$ cat config.mk
export PLATFORM = sky130hd
export DESIGN_NAME = seq_divider
export DESIGN_NICKNAME = d
export VERILOG_FILES = /design/src/rtl/div_pkg.sv /design/src/rtl/div_step.sv /design/src/rtl/seq_divider.sv
export SDC_FILE = /design/constraint.sdc
export NUM_CORES = 1
export LEC_CHECK = 0
export CORE_MARGIN = 3
export CORE_UTILIZATION = 41
export CTS_CLUSTER_SIZE = 24
export DETAILED_ROUTE_END_ITERATION = 16
export PLACE_DENSITY_LB_ADDON = 0.3
export SYNTH_ARGS = -nofsm -noshare
export SYNTH_HDL_FRONTEND = slang
export SYNTH_SLANG_ARGS = --single-unit
$ cat constraint.sdc
create_clock -name clk -period 7 [get_ports clk]
set_input_delay 1.75 -clock clk [delete_from_list [all_inputs] [get_ports clk]]
set_output_delay 1.75 -clock clk [all_outputs]
set_load 0.02 [all_outputs]
$ cat src/rtl/div_pkg.sv
// Shared types and constants for the sequential divider.
// Holds the FSM state enum, widths and the divide-by-zero quotient.
package div_pkg;

    localparam int DW    = 8;
    localparam int STEPS = 8;

    localparam logic [DW-1:0] DBZ_QUOT = 8'hFF;

    typedef enum logic [1:0] {
        IDLE,
        CALC,
        FIX
    } state_t;

    // Two's-complement negate; 0x80 maps to itself (magnitude 128).
    function automatic logic [DW-1:0] neg(input logic [DW-1:0] x);
        return ~x + 1'b1;
    endfunction

endpackage

$ cat src/rtl/div_step.sv
// One restoring-division step (combinational).
// Ports: rin/dvs/din in -> rout (new remainder), qbit (quotient bit).
module div_step
    import div_pkg::*;
(
    input  logic [DW:0]   rin,
    input  logic [DW-1:0] dvs,
    input  logic          din,
    output logic [DW:0]   rout,
    output logic          qbit
);

    logic [DW:0]   sh;
    logic [DW+1:0] wide;
    logic [DW+1:0] diff;

    // rin[DW] is always 0 between steps (R < divisor); keeping it in
    // the wide form makes the borrow test exact for any input.
    assign sh   = {rin[DW-1:0], din};
    assign wide = {rin[DW], sh};
    assign diff = wide - {2'b00, dvs};

    assign qbit = ~diff[DW+1];
    assign rout = qbit ? diff[DW:0] : sh;

endmodule

$ cat src/rtl/seq_divider.sv
// 8-bit sequential restoring divider, unsigned or signed, 1 bit/clk.
// Ports: clk, rst_n, start/sgn/dividend/divisor in; busy, done,
//        quotient, remainder, dbz, ovf out (all registered).
module seq_divider
    import div_pkg::*;
#(
    parameter bit SIGNED_EN = 1'b1
) (
    input  logic          clk,
    input  logic          rst_n,
    input  logic          start,
    input  logic          sgn,
    input  logic [DW-1:0] dividend,
    input  logic [DW-1:0] divisor,
    output logic          busy,
    output logic          done,
    output logic [DW-1:0] quotient,
    output logic [DW-1:0] remainder,
    output logic          dbz,
    output logic          ovf
);

    localparam logic [2:0] LAST = 3'(STEPS - 1);

    state_t        state;
    logic [2:0]    cnt;
    logic [DW:0]   r;
    logic [DW-1:0] dq;
    logic [DW-1:0] dvs;
    logic [DW-1:0] a_raw;
    logic          qneg;
    logic          rneg;
    logic          dbz_p;
    logic          ovf_p;

    logic          ssel;
    logic [DW:0]   step_r;
    logic          step_q;

    assign ssel = SIGNED_EN && sgn;

    // dq holds the dividend magnitude; quotient bits shift in at the
    // bottom as dividend bits leave from the top.
    div_step u_step (
        .rin  (r),
        .dvs  (dvs),
        .din  (dq[DW-1]),
        .rout (step_r),
        .qbit (step_q)
    );

    always_ff @(posedge clk or negedge rst_n) begin
        if (!rst_n) begin
            state     <= IDLE;
            cnt       <= '0;
            r         <= '0;
            dq        <= '0;
            dvs       <= '0;
            a_raw     <= '0;
            qneg      <= 1'b0;
            rneg      <= 1'b0;
            dbz_p     <= 1'b0;
            ovf_p     <= 1'b0;
            busy      <= 1'b0;
            done      <= 1'b0;
            quotient  <= '0;
            remainder <= '0;
            dbz       <= 1'b0;
            ovf       <= 1'b0;
        end else begin
            done <= 1'b0;
            unique case (state)
                IDLE: begin
                    if (start) begin
                        dq    <= (ssel && dividend[DW-1])
                                 ? neg(dividend) : dividend;
                        dvs   <= (ssel && divisor[DW-1])
                                 ? neg(divisor) : divisor;
                        qneg  <= ssel
                                 && (dividend[DW-1] ^ divisor[DW-1]);
                        rneg  <= ssel && dividend[DW-1];
                        dbz_p <= (divisor == '0);
                        ovf_p <= ssel && (dividend == 8'h80)
                                 && (divisor == 8'hFF);
                        a_raw <= dividend;
                        r     <= '0;
                        cnt   <= '0;
                        busy  <= 1'b1;
                        state <= (divisor == '0) ? FIX : CALC;
                    end
                end
                CALC: begin
                    r   <= step_r;
                    dq  <= {dq[DW-2:0], step_q};
                    cnt <= cnt + 3'd1;
                    if (cnt == LAST) begin
                        state <= FIX;
                    end
                end
                FIX: begin
                    if (dbz_p) begin
                        quotient  <= DBZ_QUOT;
                        remainder <= a_raw;
                        dbz       <= 1'b1;
                        ovf       <= 1'b0;
                    end else begin
                        // -128/-1 wraps naturally to 0x80 here.
                        quotient  <= qneg ? neg(dq) : dq;
                        remainder <= rneg ? neg(r[DW-1:0])
                                          : r[DW-1:0];
                        dbz       <= 1'b0;
                        ovf       <= ovf_p;
                    end
                    done  <= 1'b1;
                    busy  <= 1'b0;
                    state <= IDLE;
                end
                default: begin
                    state <= IDLE;
                    busy  <= 1'b0;
                end
            endcase
        end
    end

endmodule
# Yosys cells after proc, flatten, opt, wreduce, memory -nomap -nowiden
# Cells that the tools add are included.
dict set report totals {
  elab_cells 70
  inputBits 20
  out_inout_bits 20
  regBits 62
}
dict set report op_classes {
  mux 22
  n_reduce_logical 12
  n_addsub 6
  n_bitwise 7
  eq_ne 7
}
# cell n
set op_table {}
lappend op_table {{8-bit two-way mux} 7}
lappend op_table {{8-bit by 1-bit adder with 8-bit output (second input constant)} 4}
lappend op_table {{8-bit inverter} 4}
lappend op_table {{9-bit two-way mux} 2}
lappend op_table {{9-bit case mux with 2 select lines} 1}
lappend op_table {{8-bit equality test (second input constant)} 2}
lappend op_table {{8-bit case mux with 2 select lines} 1}
lappend op_table {{10-bit by 8-bit subtractor with 10-bit output} 1}
lappend op_table {{8-bit logical NOT} 1}
lappend op_table {{2-bit AND reduction} 4}
lappend op_table {{2-bit two-way mux} 3}
lappend op_table {{3-bit case mux with 2 select lines} 1}
lappend op_table {{1-bit logical AND} 5}
lappend op_table {{1-bit two-way mux} 4}
lappend op_table {{2-bit != test (second input constant)} 2}
lappend op_table {{2-bit case mux with 2 select lines} 1}
lappend op_table {{3-bit by 1-bit adder with 3-bit output (second input constant)} 1}
lappend op_table {{3-bit equality test (second input constant)} 1}
lappend op_table {{3-bit two-way mux} 1}
lappend op_table {{2-bit by 1-bit equality test with 1-bit output (second input constant)} 1}
lappend op_table {{2-bit equality test (second input constant)} 1}
lappend op_table {{2-bit logical NOT} 1}
lappend op_table {{1-bit inverter} 2}
lappend op_table {{1-bit case mux with 2 select lines} 1}
lappend op_table {{2 further kinds} 2}

# Longest topological paths before layout
dict set report logic_depth {
  depth_word 5
  mapped_depth 10
  mapped_depth_nobuf 10
}

# Hierarchy
# A second synthesis with hierarchy kept.
dict set report unflattened {
  cells_unflattened 383
  area_unflattened_um2 3567.2
}
# module cells_each seq_area_each_um2 area_each_um2 instances
set modules_own_cells {}
lappend modules_own_cells {seq_divider 311 1551.5 3001.6 1}
lappend modules_own_cells {div_step 72 0.0 565.5 1}

# Worst setup path after synthesis
# OpenSTA, ideal clock, no wires.
dict set report synth_timing {
  path_type {input -> register}
  startpoint {input port divisor[3]}
  endpoint {register state[1]}
  path_slack_ps 4106
  path_buffers 0
  t_arrival_ps 2822
  stages 6
  required_ps 6928
  setup_ps 72
  cell_sequence {or4_1 -> nor3_1 -> nand2_1 -> nor2_1 -> a21oi_1 -> nor2_1}
}
dict set report synth_between {
  elab_chain_cells 4
}
# item line
set synth_rtl {}
lappend synth_rtl {{start, declared} seq_divider.sv:14} ;# input logic [DW-1:0] divisor,
lappend synth_rtl {{8-bit logical NOT} seq_divider.sv:89} ;# state <= (divisor == '0) ? FIX : CALC;
lappend synth_rtl {{2-bit two-way mux} seq_divider.sv:89}
lappend synth_rtl {{2-bit two-way mux} seq_divider.sv:74} ;# if (start) begin
lappend synth_rtl {{2-bit case mux with 2 select lines} seq_divider.sv:72} ;# unique case (state)
lappend synth_rtl {{end signal, assigned} seq_divider.sv:89}
lappend synth_rtl {{end, declared} seq_divider.sv:25} ;# state_t state;
# No other way between the ends. The select of a mux whose other input is x is not followed.
# A chain may end at the register's enable or synchronous reset.

# Worst setup path after layout
# Ends and elaborated chain as after synthesis.

==> impl_metrics.toml <==
[cells_and_area]
fin_area_um2 = 4200
diodes = 0
nNetsFinal = 464
syn2layout_area_growth_pct = 19.6
drive_gt1_frac = 0.0693
multi_input_area_um2 = 1810
num-fill-cells = 813
seq_area_um2 = 1550

[clock_tree]
clk_latency_ps = 340
hold_buffers = 0
cts.sinks = 62
cts_tree = "built"
cts.clk_slew.worst_paths_ps = 80
htree_levels = 3
cts.repair.resized = 0
cts_buffer_depth = 2
cts_buffers = 9
post_cts_buffers = 0
root_buffer = "clkbuf_8"

[global_routing]
grt_pass1_vias = 2780
grt.total_usage = 0.169
grt.overflow.total = 0
grt_max_degree = 63
grt_pass1_wl_mm = 13.3
antenna_found_initial = 0

[power_and_ir_drop]
p_per_area_nw_per_um2 = 478
p_leak_nw = 1.89
irDropWorstVdd_v = 0.000159

[sta]
rsz0062_at_grt = "false"
fmaxAchievable_mhz = 315
setup_tns_ps = 0
finalHoldViolations = 0
post-route-min-period_ps = 3180
finalClockSkew_ps = 6.91
setup_violations = 0
slew_headroom = 0.295
worst_pin_slew_ps = 1060
slew_viol_final = 0
period_share = 0.454

[synthesis]
ys.warnings.count = 0
yosysSeqAreaShare = 0.442
yosys.area_share.simple = 0.189
synth_cell_types = 50
syn-num-nets = 428
synth_compound_area_frac = 0.171
ys_ff_latch = 62
synth_top_cell_area_share = 0.442
synth_area_leaders = "dfrtp_1, nand2_1, o21ai_0"
synthAdderAreaFrac = 0.0592
synth_edf_count = 0
ys_async_sr_fraction = 1.00
synth_top_family_by_area = "simple AND/OR/NAND/NOR gates"
synth_most_common_cell = "nand2_1"
synth.avg_cell_area_um2 = 8.95
synth_area_um2 = 3510
synth_cells = 392
yosys.area_share.xor_xnor = 0.0724
synthTopCellsByCount = "nand2_1, dfrtp_1, o21ai_0"
synthFlopType = "dfrtp_1"
yosysTopAreaCell = "dfrtp_1"
muxShareOfSynthArea = 0.0228

[worst_setup_path]
cp_data_arrival_time_ps = 3450
crit_fanout = 6
critPathTopFamily = "simple AND/OR/NAND/NOR gates"
worstPathRequired_ps = 7280
crit_path_start_kind = "input port"
cpMostUsedCell = "nor2_1"
cp_slowest_cell = "or4_1"
path_cells = "clkdlybuf4s50_1, or4_1, nor3_1, nand2_1, nor2_1, a21oi_1, nor2_1"
max_stage_delay_ps = 580
cp_num_buf_inv = 1
worstSetupPathType = "input port to flop"
rrSetupSlack_ps = 4320
cp-end-kind = "flop"

[route]
drtIter0Drc = 175
detail-route-antenna-nets = 0
wirelength_mm = 7.60
vias_per_cell = 5.18
drc = 0
drt-pass1-iter-count = 4
num_vias = 2785
wl_per_cell_um = 14.1

[placed_design]
place_area_um2 = 3970
place.gp.congestion = 0.850
portBuffers = 39
dp_hpwl_mm = 5.55

[worst_hold_path]
worstHoldPathType = "flop to flop"

[floorplan]
num_io_pins = 40
die_area_um2 = 9710
chipWidth_um = 98.5
rows = 33
initial_utilization = 0.425
die_y_um = 98.5
coreArea_um2 = 8260

[outcome]
status = "finished, final reports clean"

[run]
drv_cap = 0
routing by layer:
layer  GRT usage  part of all wire  up-vias
li1            -                 -     1411
met1       0.242              0.50     1290
met2       0.260              0.44       75
met3      0.0382             0.054        9
met4      0.0441            0.0099        0
met5           0                 0        -
power by group:
part,internal (mW),leakage [nW],switching (mW)
registers,0.507,0.794,0.136
logic,0.464,0.986,0.538
clock network,0.205,0.115,0.157
total,1.18,1.89,0.830
tightest hold or removal path, delay by kind of cell, from the launching register on:
kind,cells,cell delay [ps]
flops,1,350
simple gates,2,90
logic make-up (layout without fill, tap and decap cells):
| kind of cell | after synthesis | in the layout |
|---|---|---|
| simple gates | 150 | 150 |
| compound gates | 91 | 91 |
| flops | 62 | 62 |
| buf+inv | 36 | 77 |
| xor+xnor | 29 | 29 |
| fa+ha+maj | 16 | 16 |
| mux | 8 | 8 |
metrics by stage:
| stage | instances | total power [mW] | setup slack (ps) | hold slack [ps] | util |
|---|---|---|---|---|---|
| 3_5_place_dp | 522 | 1.66 | 3470 | 455 | 0.481 |
| 6_report | 538 | 2.01 | 3820 | 469 | 0.508 |
| 2_1_floorplan | 392 | 1.40 | 4110 | 446 | - |
| 3_3_place_gp | 522 | 1.63 | 3500 | 451 | 0.481 |
| 5_1_grt | 538 | 2.18 | 3610 | 496 | 0.508 |
| 4_1_cts | 538 | 2.02 | 3830 | 473 | 0.508 |
path summary, 6_finish.rpt:
| kind | cells past startpoint | start | to |
|---|---|---|---|
| max | 7 | divisor[3] | state[1]$_DFFE_PN0P_ |
| min | 2 | quotient[2]$_DFFE_PN0P_ | quotient[2]$_DFFE_PN0P_ |
| max reg2reg | 7 | r[3]$_DFFE_PN0P_ | r[0]$_DFFE_PN0P_ |
| min reg2reg | 2 | quotient[2]$_DFFE_PN0P_ | quotient[2]$_DFFE_PN0P_ |
| max in group asynchronous | 2 | rst_n | r[0]$_DFFE_PN0P_ |
| min in group asynchronous | 2 | rst_n | quotient[5]$_DFFE_PN0P_ |
registers in the layout, summed over array words and instances (netlist names):
register,count
dq,8
dvs,8
state,2
quotient,8
r,9
cnt,3
ovf,1
done,1
rneg,1
a_raw,8
qneg,1
remainder,8
dbz,1
busy,1
ovf_p,1
dbz_p,1
layout by cell type, fill, tap and decap left out, drive strengths merged, types with 3 or more instances in the layout:
cell and count:
nor2 29, xor2 10, mux2i 8, and2 3
a22o 3, xnor2 19, ha 15, nand2 83
clkdlybuf4s50 38, and2b 3, o31ai 4, a211oi 3
dfrtp 62, nor3 4, inv 22, a21oi 12
a22oi 7, o21ai 43, or3 4, clkbuf 9
buf 4, nand2b 6, nand3 9
final cells by class:
cell class | count | share of cell area
tap | 105 | 0.0313
timing repair buffer | 42 | 0.0972
inverter | 19 | 0.0170
clock inverter | 7 | 0.0247
multi-input combinational | 294 | 0.431
clock buffer | 9 | 0.0295
sequential | 62 | 0.370
Power figures use the tool's default switching activity.
